<file path="src/rtl/tag_coincidence_gate.sv">
// tag_coincidence_gate
//
// Counts rising-edge tags on two selected channels (A and B) and A/B
// coincidences within an inclusive time window, over consecutive gates of
// fixed length measured in tag time. One result record is emitted per
// closed gate.
//
// Ports
//   clk_i, rst_i            clock, asynchronous active-high reset
//   tag_valid_i             converted tag present this cycle
//   tag_channel_i           tag channel number
//   tag_rising_edge_i       1 = rising edge (falling tags ignored)
//   tag_time_i              tag time, non-decreasing
//   cfg_enable_i            0 = idle/cleared, 1 = run; cfg_* sampled on rise
//   cfg_channel_a_i/_b_i    selected channels A and B
//   cfg_window_i            coincidence window (inclusive), tag time units
//   cfg_gate_period_i       gate length, tag time units (0 = never start)
//   result_valid_o          one-cycle pulse, result_* valid
//   result_count_a_o/_b_o   rising tags on A/B in the closed gate
//   result_coinc_o          coincidences in the closed gate
//   result_gate_start_o     start time of the closed gate
//   result_flags_o          bit0 counter saturated, bit1 empty gates skipped
//
// State table
//   state    | meaning
//   ST_IDLE  | disabled; counters, last-time registers and gate cleared
//   ST_ARMED | config captured, waiting for first A/B tag to open a gate
//   ST_RUN   | gate open; A/B tags count and close/advance gates
//
// Pipeline: stage 1 registers the qualified tag together with the window
// hit and the gate close/skip compares; stage 2 updates counters, gate and
// FSM. Stage 1 evaluates against the stage-2 next-state values, so a tag
// arriving back-to-back sees the effect of the tag one cycle ahead of it.

module tag_coincidence_gate #(
  parameter int TIME_WIDTH    = 64,
  parameter int CHANNEL_WIDTH = 5,
  parameter int COUNT_WIDTH   = 32
) (
  input  logic                     clk_i,
  input  logic                     rst_i,
  input  logic                     tag_valid_i,
  input  logic [CHANNEL_WIDTH-1:0] tag_channel_i,
  input  logic                     tag_rising_edge_i,
  input  logic [TIME_WIDTH-1:0]    tag_time_i,
  input  logic                     cfg_enable_i,
  input  logic [CHANNEL_WIDTH-1:0] cfg_channel_a_i,
  input  logic [CHANNEL_WIDTH-1:0] cfg_channel_b_i,
  input  logic [31:0]              cfg_window_i,
  input  logic [TIME_WIDTH-1:0]    cfg_gate_period_i,
  output logic                     result_valid_o,
  output logic [COUNT_WIDTH-1:0]   result_count_a_o,
  output logic [COUNT_WIDTH-1:0]   result_count_b_o,
  output logic [COUNT_WIDTH-1:0]   result_coinc_o,
  output logic [TIME_WIDTH-1:0]    result_gate_start_o,
  output logic [1:0]               result_flags_o
);

  typedef enum logic [1:0] {
    ST_IDLE  = 2'd0,
    ST_ARMED = 2'd1,
    ST_RUN   = 2'd2
  } state_t;

  state_t state_q, state_d;

  // ---------------------------------------------------------------------
  // Configuration shadow registers, loaded while idle with enable high so
  // that they are stable from the first ARMED cycle onward.
  // ---------------------------------------------------------------------
  logic [CHANNEL_WIDTH-1:0] chan_a_q, chan_b_q;
  logic [31:0]              window_q;
  logic [TIME_WIDTH-1:0]    period_q;
  logic                     cfg_load;

  assign cfg_load = (state_q == ST_IDLE) && cfg_enable_i;

  always_ff @(posedge clk_i or posedge rst_i) begin
    if (rst_i) begin
      chan_a_q <= '0;
      chan_b_q <= '0;
      window_q <= '0;
      period_q <= '0;
    end else if (cfg_load) begin
      chan_a_q <= cfg_channel_a_i;
      chan_b_q <= cfg_channel_b_i;
      window_q <= cfg_window_i;
      period_q <= cfg_gate_period_i;
    end
  end

  // ---------------------------------------------------------------------
  // Gate / counter state
  // ---------------------------------------------------------------------
  logic [TIME_WIDTH-1:0]  gate_start_q, gate_start_d;
  logic [COUNT_WIDTH-1:0] cnt_a_q, cnt_a_d;
  logic [COUNT_WIDTH-1:0] cnt_b_q, cnt_b_d;
  logic [COUNT_WIDTH-1:0] coinc_q, coinc_d;
  logic                   sat_q, sat_d;
  logic                   skipped_q, skipped_d;
  logic [TIME_WIDTH-1:0]  last_a_q, last_a_d;
  logic [TIME_WIDTH-1:0]  last_b_q, last_b_d;
  logic                   last_a_vld_q, last_a_vld_d;
  logic                   last_b_vld_q, last_b_vld_d;

  logic                   res_valid_q, res_valid_d;
  logic [COUNT_WIDTH-1:0] res_a_q, res_a_d;
  logic [COUNT_WIDTH-1:0] res_b_q, res_b_d;
  logic [COUNT_WIDTH-1:0] res_coinc_q, res_coinc_d;
  logic [TIME_WIDTH-1:0]  res_start_q, res_start_d;
  logic [1:0]             res_flags_q, res_flags_d;

  // ---------------------------------------------------------------------
  // Stage 1: qualify tag, window hit and gate compares
  // ---------------------------------------------------------------------
  logic                  tag_is_a, tag_is_b, tag_qual;
  logic [TIME_WIDTH-1:0] win_ext;
  logic [TIME_WIDTH-1:0] diff_a, diff_b;
  logic [TIME_WIDTH-1:0] gate_end_d;
  logic                  tag_hit, tag_close, tag_skip;

  assign tag_is_a = (tag_channel_i == chan_a_q);
  assign tag_is_b = (tag_channel_i == chan_b_q);
  assign tag_qual = cfg_enable_i && (state_q != ST_IDLE) && tag_valid_i &&
                    tag_rising_edge_i && (tag_is_a || tag_is_b);

  assign win_ext    = TIME_WIDTH'(window_q);
  assign diff_a     = tag_time_i - last_a_d;
  assign diff_b     = tag_time_i - last_b_d;
  assign gate_end_d = gate_start_d + period_q;

  // When A and B are the same channel both terms reduce to the same test
  // against the shared previous tag, so the hit is still counted once.
  assign tag_hit   = (tag_is_a && last_b_vld_d && (diff_b <= win_ext)) ||
                     (tag_is_b && last_a_vld_d && (diff_a <= win_ext));
  assign tag_close = (tag_time_i >= gate_end_d);
  // At or beyond the end of the following gate, at least one empty gate
  // lies between the closed gate and this tag.
  assign tag_skip  = (tag_time_i >= (gate_end_d + period_q));

  logic                  s1_valid_q;
  logic                  s1_is_a_q, s1_is_b_q;
  logic                  s1_hit_q, s1_close_q, s1_skip_q;
  logic [TIME_WIDTH-1:0] s1_time_q;
  logic [TIME_WIDTH-1:0] s1_end_q;

  always_ff @(posedge clk_i or posedge rst_i) begin
    if (rst_i) begin
      s1_valid_q <= 1'b0;
      s1_is_a_q  <= 1'b0;
      s1_is_b_q  <= 1'b0;
      s1_hit_q   <= 1'b0;
      s1_close_q <= 1'b0;
      s1_skip_q  <= 1'b0;
      s1_time_q  <= '0;
      s1_end_q   <= '0;
    end else begin
      s1_valid_q <= tag_qual;
      s1_is_a_q  <= tag_is_a;
      s1_is_b_q  <= tag_is_b;
      s1_hit_q   <= tag_hit;
      s1_close_q <= tag_close;
      s1_skip_q  <= tag_skip;
      s1_time_q  <= tag_time_i;
      s1_end_q   <= gate_end_d;
    end
  end

  // ---------------------------------------------------------------------
  // Stage 2: FSM, gate advance, counters, result capture
  // ---------------------------------------------------------------------
  logic count_en;

  always_comb begin
    state_d      = state_q;
    gate_start_d = gate_start_q;
    cnt_a_d      = cnt_a_q;
    cnt_b_d      = cnt_b_q;
    coinc_d      = coinc_q;
    sat_d        = sat_q;
    skipped_d    = skipped_q;
    last_a_d     = last_a_q;
    last_b_d     = last_b_q;
    last_a_vld_d = last_a_vld_q;
    last_b_vld_d = last_b_vld_q;
    res_valid_d  = 1'b0;
    res_a_d      = res_a_q;
    res_b_d      = res_b_q;
    res_coinc_d  = res_coinc_q;
    res_start_d  = res_start_q;
    res_flags_d  = res_flags_q;
    count_en     = 1'b0;

    if (!cfg_enable_i) begin
      state_d      = ST_IDLE;
      gate_start_d = '0;
      cnt_a_d      = '0;
      cnt_b_d      = '0;
      coinc_d      = '0;
      sat_d        = 1'b0;
      skipped_d    = 1'b0;
      last_a_d     = '0;
      last_b_d     = '0;
      last_a_vld_d = 1'b0;
      last_b_vld_d = 1'b0;
    end else begin
      unique case (state_q)
        ST_IDLE: begin
          state_d = ST_ARMED;
        end
        ST_ARMED: begin
          // A zero period never opens a gate.
          if (s1_valid_q && (period_q != '0)) begin
            state_d      = ST_RUN;
            gate_start_d = s1_time_q;
            skipped_d    = 1'b0;
            count_en     = 1'b1;
          end
        end
        ST_RUN: begin
          if (s1_valid_q) begin
            count_en = 1'b1;
            if (s1_close_q) begin
              res_valid_d  = 1'b1;
              res_a_d      = cnt_a_q;
              res_b_d      = cnt_b_q;
              res_coinc_d  = coinc_q;
              res_start_d  = gate_start_q;
              res_flags_d  = {skipped_q, sat_q};
              // The closing tag starts the next gate's counts.
              cnt_a_d      = '0;
              cnt_b_d      = '0;
              coinc_d      = '0;
              sat_d        = 1'b0;
              skipped_d    = s1_skip_q;
              gate_start_d = s1_skip_q ? s1_time_q : s1_end_q;
            end
          end
        end
        default: begin
          state_d = ST_IDLE;
        end
      endcase

      if (count_en) begin
        if (s1_is_a_q) begin
          if (&cnt_a_d) sat_d = 1'b1;
          else          cnt_a_d = cnt_a_d + COUNT_WIDTH'(1);
          last_a_d     = s1_time_q;
          last_a_vld_d = 1'b1;
        end
        if (s1_is_b_q) begin
          if (&cnt_b_d) sat_d = 1'b1;
          else          cnt_b_d = cnt_b_d + COUNT_WIDTH'(1);
          last_b_d     = s1_time_q;
          last_b_vld_d = 1'b1;
        end
        if (s1_hit_q) begin
          if (&coinc_d) sat_d = 1'b1;
          else          coinc_d = coinc_d + COUNT_WIDTH'(1);
        end
      end
    end
  end

  always_ff @(posedge clk_i or posedge rst_i) begin
    if (rst_i) begin
      state_q      <= ST_IDLE;
      gate_start_q <= '0;
      cnt_a_q      <= '0;
      cnt_b_q      <= '0;
      coinc_q      <= '0;
      sat_q        <= 1'b0;
      skipped_q    <= 1'b0;
      last_a_q     <= '0;
      last_b_q     <= '0;
      last_a_vld_q <= 1'b0;
      last_b_vld_q <= 1'b0;
    end else begin
      state_q      <= state_d;
      gate_start_q <= gate_start_d;
      cnt_a_q      <= cnt_a_d;
      cnt_b_q      <= cnt_b_d;
      coinc_q      <= coinc_d;
      sat_q        <= sat_d;
      skipped_q    <= skipped_d;
      last_a_q     <= last_a_d;
      last_b_q     <= last_b_d;
      last_a_vld_q <= last_a_vld_d;
      last_b_vld_q <= last_b_vld_d;
    end
  end

  always_ff @(posedge clk_i or posedge rst_i) begin
    if (rst_i) begin
      res_valid_q <= 1'b0;
      res_a_q     <= '0;
      res_b_q     <= '0;
      res_coinc_q <= '0;
      res_start_q <= '0;
      res_flags_q <= '0;
    end else begin
      res_valid_q <= res_valid_d;
      res_a_q     <= res_a_d;
      res_b_q     <= res_b_d;
      res_coinc_q <= res_coinc_d;
      res_start_q <= res_start_d;
      res_flags_q <= res_flags_d;
    end
  end

  assign result_valid_o      = res_valid_q;
  assign result_count_a_o    = res_a_q;
  assign result_count_b_o    = res_b_q;
  assign result_coinc_o      = res_coinc_q;
  assign result_gate_start_o = res_start_q;
  assign result_flags_o      = res_flags_q;

endmodule

</file>
<file path="config.mk">
export PLATFORM = sky130hd
export DESIGN_NAME = tag_coincidence_gate
export DESIGN_NICKNAME = d
export VERILOG_FILES = /design/src/rtl/tag_coincidence_gate.sv
export SDC_FILE = /design/constraint.sdc
export NUM_CORES = 2
export LEC_CHECK = 0
export CAP_MARGIN = 20
export CORE_MARGIN = 1.5
export CORE_UTILIZATION = 41
export CTS_CLUSTER_DIAMETER = 100
export DETAILED_ROUTE_END_ITERATION = 6
export HOLD_SLACK_MARGIN = 0.1
export RECOVER_POWER = 25
export SLEW_MARGIN = 20
export SYNTH_ARGS = -nofsm -noshare
export SYNTH_HDL_FRONTEND = slang
export SYNTH_SLANG_ARGS = --single-unit
</file>
<file path="constraint.sdc">
create_clock -name clk_i -period 47.4 [get_ports clk_i]
set_input_delay 9.48 -clock clk_i [delete_from_list [all_inputs] [get_ports clk_i]]
set_output_delay 9.48 -clock clk_i [all_outputs]
set_load 0.01 [all_outputs]
</file>
After elaboration in Yosys (flattened, before gate mapping) --
Cells that the tools add are included.
Word-level totals: register bits 697, output and inout port bits 163, logic and storage cells 139, bits of input ports 180
Operators by class: add/subtract/negate cells 7, multiplexer cells 69, reduce and logical (&&, ||, !) cells 21, order comparisons 4, eq/ne operators 9
Operators by type and width (number):
- 2-to-1 mux 32 bit | 24
- 2-to-1 mux 64 bit | 11
- adder 64 bit | 2
- greater-or-equal comparator 64 bit | 2
- less-or-equal comparator 64 x 32 -> 1 bit | 2
- case mux 64 bit (2 select lines) | 1
- subtractor 64 bit | 2
- adder 32 x 1 -> 32 bit (second input constant) | 3
- AND reduction 32 bit | 3
- nonzero test 64 bit | 1
- 2-to-1 mux 1 bit | 28
- == test 5 bit | 2
- logical AND 1 bit | 10
- inequality test 3 bit (second input constant) | 3
- AND reduction 4 bit | 2
- case mux 2 bit (3 select lines) | 1
- 2-to-1 mux 2 bit | 2
- case mux 1 bit (2 select lines) | 2
- inequality test 3 x 1 -> 1 bit (second input constant) | 1
- == test 2 x 1 -> 1 bit (second input constant) | 1
- == test 2 bit (second input constant) | 1
- logical NOT 2 bit | 1
- logical OR 1 bit | 2
- inequality test 2 bit (second input constant) | 1
- 2 further kinds | 2

Logic depth before layout (Yosys ltp) --
word-level depth 13, gate-level depth with buffers 50, depth with buffers taken out 49

Least setup slack after synthesis --
No wires, ideal clock.
path kind input -> register, from input cfg_enable_i, to register s1_skip_q, arrival time 17.188 ns, stages 46, slack 30.085 ns, required time 47.273 ns, cells stage by stage clkbuf_1 > clkbuf_1 > clkbuf_1 > clkbuf_1 > o31ai_1 > inv_1 > ha_1 > fa_1 > a21o_1 > a221oi_1 > o2bb2ai_1 > a211oi_1 > o21ai_0 > nand2_1 > nor3_1 > o21ai_0 > a21o_1 > a21oi_1 > [... 10 more ...] > a21o_1 > a311oi_1 > o21ai_0 > xnor2_1 > ha_1 > a21o_1 > a21oi_1 > nor2b_1 > o21ai_0 > nand2b_1 > a21oi_1 > nor2b_1 > o21ai_0 > nand2b_1 > a221o_1 > a21o_1 > a21oi_1 > o31ai_1
Between the ends: cells in the longest elaborated chain, start to end 4
Ends and longest elaborated chain:
- start, declared | RTL line 46 | input logic cfg_enable_i,
- 2-to-1 mux 64 bit | RTL line 194 | if (!cfg_enable_i) begin
- via gate_start_d[0] | RTL line 95 | logic [TIME_WIDTH-1:0] gate_start_q, gate_start_d;
- adder 64 bit | RTL line 130 | assign gate_end_d = gate_start_d + period_q;
- via gate_end_d[28] | RTL line 119 | logic [TIME_WIDTH-1:0] gate_end_d;
- adder 64 bit | RTL line 139 | assign tag_skip = (tag_time_i >= (gate_end_d + period_q));
- greater-or-equal comparator 64 bit | RTL line 139
- via tag_skip | RTL line 120 | logic tag_hit, tag_close, tag_skip;
- end signal, assigned | RTL line 163 | s1_skip_q <= tag_skip;
- end, declared | RTL line 143 | logic s1_hit_q, s1_close_q, s1_skip_q;
The timed path passes the listed nets, and every way through them passes these cells. A chain may end at the register's enable or synchronous reset.

Final worst setup path --
from input cfg_enable_i, to register s1_hit_q
Between the ends: cells in the longest elaborated chain, start to end 5, elaborated cells on any way between the ends 13, classes of those cells add/sub: 2; order compare: 2; mux: 4; reduce/logical: 5
Ends and longest elaborated chain:
- 2-to-1 mux 64 bit | RTL line 194
- subtractor 64 bit (on tied branches) | RTL line 129, 128
- less-or-equal comparator 64 x 32 -> 1 bit (on tied branches) | RTL line 134, 135
- logical AND 1 bit (on tied branches) | RTL line 134, 135
- logical OR 1 bit (*) | RTL line 134 | assign tag_hit = (tag_is_a && last_b_vld_d && (diff_b <= win_ext)) ||
- via tag_hit | RTL line 120
- end signal, assigned | RTL line 161 | s1_hit_q <= tag_hit;
- end, declared | RTL line 143
Mark *: on every way through the listed nets, which the timed path passes. The rest lies on a longest branch.

==> key figures <==
Outcome
  • Status: complete, but fails checks
  • Failing checks: design-rule violations, max-capacitance violations, max-slew violations

Timing
  • Slew Viols, Final: 439
  • Relative slew slack: -276%
  • Slew @ Worst Pin: 5.61 ns
  • Final Setup Violations: 0
  • Clock skew: 0.0330 ns
  • Final Hold Violating Endpoints: 0
  • Fin crit share: 47.0%
  • RSZ-0062 raised after global routing: false
  • Fmax: 0.0449 GHz
  • Period minus WS final: 22.29 ns
  • Fin Setup TNS: 0 ns

Critical path
  • Critical path capture point type: flop
  • Slowest stage delay, CP: 2.52 ns
  • Worst r2r dst: s1_skip_q$_DFF_PP0_
  • Reg2reg setup slack: 35.03 ns
  • CP Launch Type: primary input
  • Worst r2r src: period_q[8]$_DFFE_PP0P_
  • Arrival time at the worst endpoint: 22.87 ns
  • CP max FO: 51
  • Crit-path slowest cell: clkbuf_1
  • Worst Setup Path Type: primary input to flop
  • Critical Path RT: 47.98 ns
  • CP most frequent cell: nor4_1
  • Worst r2r path cells: 48

Synthesis
  • Post-synthesis sequential area ratio: 36.0%
  • Yosys reg bits: 697
  • Number of synthesized flops with an enable pin: 0
  • Synth Warn #: 0
  • Synth cell types: 89
  • Async S/R FF share, synth: 100%
  • Synthesized area: 48500 µm²
  • Avg Inst Size Synth: 8.94 µm²
  • Synthesized instance count: 5426
  • Top_reg_cell synth: dfrtp_1
  • Post-synth net total: 6062

Min path
  • Worst hold start: result_count_b_o[27]$_DFFE_PP0P_
  • Worst Hold Class: flop to flop
  • Hold Path Depth: 2
  • Hold Path Sink: result_count_b_o[27]$_DFFE_PP0P_

CTS
  • Clock latency at the later pin of the worst-skew pair: 0.69 ns
  • Cts hold-fix bufs: 0
  • Setup Fix Bufs, Post-CTS: 0
  • Post-CTS Resized: 0
  • H-tree Lvls: 3
  • Clock Tree Root: clkbuf_16
  • CTS Sinks: 697
  • Max clock buf depth: 3
  • Reg clk slew, reported paths: 0.07 ns
  • CTS tree: built
  • CTS buffer count: 85

Placement
  • PortBufs: 342
  • DP HPWL: 125000 µm
  • Gp weighted congestion: 0.977
  • Placed insts: 7088

Cells and area
  • Area growth, synth to finish: 16.2%
  • # fillers: 11200
  • FF/Latch Area: 17400 µm²
  • Post-route insts no fill: 7247
  • Multi-input gate area: 29100 µm²
  • Layout Nets: 6288
  • Share of layout cells above drive strength 1: 5.80%

Run
  • Number of max-cap violations: 7

Floorplan
  • Die Span Y: 347 µm
  • DIE AREA: 120000 µm²
  • Total core area: 117000 µm²
  • I/O pin cnt: 343
  • Die Width: 347 µm
  • Row cnt: 125
  • Initial core utilization: 41.6%

Drt
  • Vias: 41700
  • Routed wire length: 164000 µm
  • Antenna Nets Post-Route: 0
  • DRC: 8
  • Total iterations of the first detailed-routing run: 7
  • DR iter-0 viols: 3426
  • Vias/cell: 5.76
  • DR WL/cell: 22.6 µm

Power and ir drop
  • Leakage: 0.0273 µW
  • Cell Pwr Density: 35.6 nW/µm²
  • Peak supply drop: 0.0000265 V
  • Final Power: 2000 µW

Global routing
  • GRT Total Usage: 26.7%
  • Grt ovf: 0
  • Largest net degree at the start of global routing: 163
  • Initial antenna violation count: 11
  • Vias in the first global route: 40600
  • First-pass GRT wire length: 250000 µm
==> state kept, by name, summed over array words and instances (netlist names), 2 cells and up <==
register,cells
s1_end_q,64
cnt_b_q,32
state_q,2
result_count_a_o,32
coinc_q,32
cnt_a_q,32
chan_a_q,5
s1_time_q,64
chan_b_q,5
result_count_b_o,32
period_q,64
window_q,32
result_gate_start_o,64
last_a_q,64
gate_start_q,64
last_b_q,64
result_flags_o,2
result_coinc_o,32
==> worst max-delay path, delay by kind of cell <==
| family | cells | cell delay (ns) |
|---|---|---|
| AOI/OAI and AO/OA | 12 | 2.68 |
| adders and majority gates | 2 | 0.93 |
| xor gates and xnor gates | 1 | 0.12 |
| and+or+nand+nor | 11 | 3.07 |
| buffers and inverters | 3 | 6.38 |
==> how the worst max path moves through the flow <==
stage	startpoint	to	slack, ns	cells past startpoint
after floorplan	rst_i	chan_a_q[0]$_DFFE_PP0P_	18.37	1
after global placement	cfg_enable_i	s1_skip_q$_DFF_PP0_	28.82	43
after detailed placement	cfg_enable_i	s1_skip_q$_DFF_PP0_	28.76	42
after CTS	cfg_enable_i	s1_skip_q$_DFF_PP0_	29.43	42
after global routing	cfg_enable_i	s1_hit_q$_DFF_PP0_	24.54	29
final	cfg_enable_i	s1_hit_q$_DFF_PP0_	25.11	29
==> metal layers <==
layer  up-vias  global-route usage (%)  wire length, µm
li1      19700                       -                -
met1     20300                    36.9            74700
met2      1392                    43.0            74700
met3       280                    3.62             9610
met4         8                    8.59             5080
met5         -                       0               49
==> logic make-up after synthesis <==
| family | after synthesis | share of synthesized area [%] |
|---|---|---|
| XOR/XNOR | 302 | 5.46 |
| AND/OR/NAND/NOR | 1834 | 18.2 |
| multiplexers | 315 | 6.78 |
| AO/OA/AOI/OAI | 1276 | 17.5 |
| adder cells (fa/ha/maj) | 456 | 11.8 |
| buffers and inverters | 546 | 4.25 |
| flip-flops | 697 | 36.0 |
==> synth_stat cells, types with 54 or more instances <==
library cell	count	area [µm²]
ha_1	452	5660
a21o_1	225	1690
and3_1	54	338
mux2_2	108	1220
and2_1	62	388
dfrtp_1	697	17400
inv_1	299	1120
o21ai_0	203	1020
a222oi_1	61	611
nor2b_1	119	744
a21oi_1	407	2040
mux2i_1	206	2060
nor2_1	291	1090
xor2_1	151	1320
a22o_1	61	534
nand4_1	120	751
clkbuf_1	213	800
nand2_1	749	2810
xnor2_1	151	1320
nand2b_1	176	1100
nand3_1	92	460
==> cell usage in the layout (no fill, tap or decap), types with 21 or more instances in the layout <==
master | Yosys | routed
dfrtp_1 | 697 | 696
mux2i_1 | 206 | 206
dlygate4sd3_1 | 0 | 65
xor2_1 | 151 | 151
nor2b_1 | 119 | 119
buf_4 | 0 | 34
clkbuf_1 | 213 | 21
a222oi_1 | 61 | 61
and2_1 | 62 | 60
nand3_1 | 92 | 90
o211ai_1 | 24 | 24
o21ai_0 | 203 | 203
and3_1 | 54 | 54
o21bai_1 | 36 | 36
or3_1 | 32 | 32
o31ai_1 | 27 | 27
and4_1 | 22 | 22
a21oi_1 | 407 | 407
a31oi_1 | 30 | 30
ha_1 | 452 | 451
nor3_1 | 46 | 46
clkdlybuf4s50_1 | 0 | 276
a22o_1 | 61 | 61
xnor2_1 | 151 | 151
mux2_2 | 108 | 108
a21o_1 | 225 | 225
o21a_1 | 35 | 35
clkbuf_16 | 0 | 85
nor2_1 | 291 | 289
inv_1 | 299 | 298
nand4_1 | 120 | 120
nand2_1 | 749 | 746
nor4_1 | 32 | 31
nand2b_1 | 176 | 176
==> metrics by stage <==
| step | util [%] | hold slack (ns) | area (µm²) | setup WS (ns) |
|---|---|---|---|---|
| 6_report | 48.3 | 0.470 | 56300 | 25.11 |
| 3_3_place_gp | 45.7 | 0.458 | 53300 | 28.82 |
| 2_1_floorplan | - | 0.430 | 48500 | 18.37 |
| 5_1_grt | 48.3 | 0.498 | 56300 | 24.54 |
| 4_1_cts | 48.3 | 0.473 | 56300 | 29.43 |
| 3_5_place_dp | 45.7 | 0.457 | 53300 | 28.76 |
==> power by group <==
part | switching [µW] | total, µW | leakage [µW] | internal (µW)
registers | 45.4 | 673 | 0.00919 | 628
logic | 358 | 616 | 0.0166 | 258
clock network | 283 | 715 | 0.00148 | 432
==> layout make-up <==
cell class | count | share of cell area, %
multi-input cells | 4183 | 51.6
well taps | 1524 | 3.39
flip-flops and latches | 697 | 31.0
inverters | 301 | 2.02
repair buffers | 384 | 6.64
clock inverters | 38 | 1.07
clock buffers | 117 | 4.31
diodes | 3 | 0.0133
Note: power is estimated with default switching activity, not from simulation.
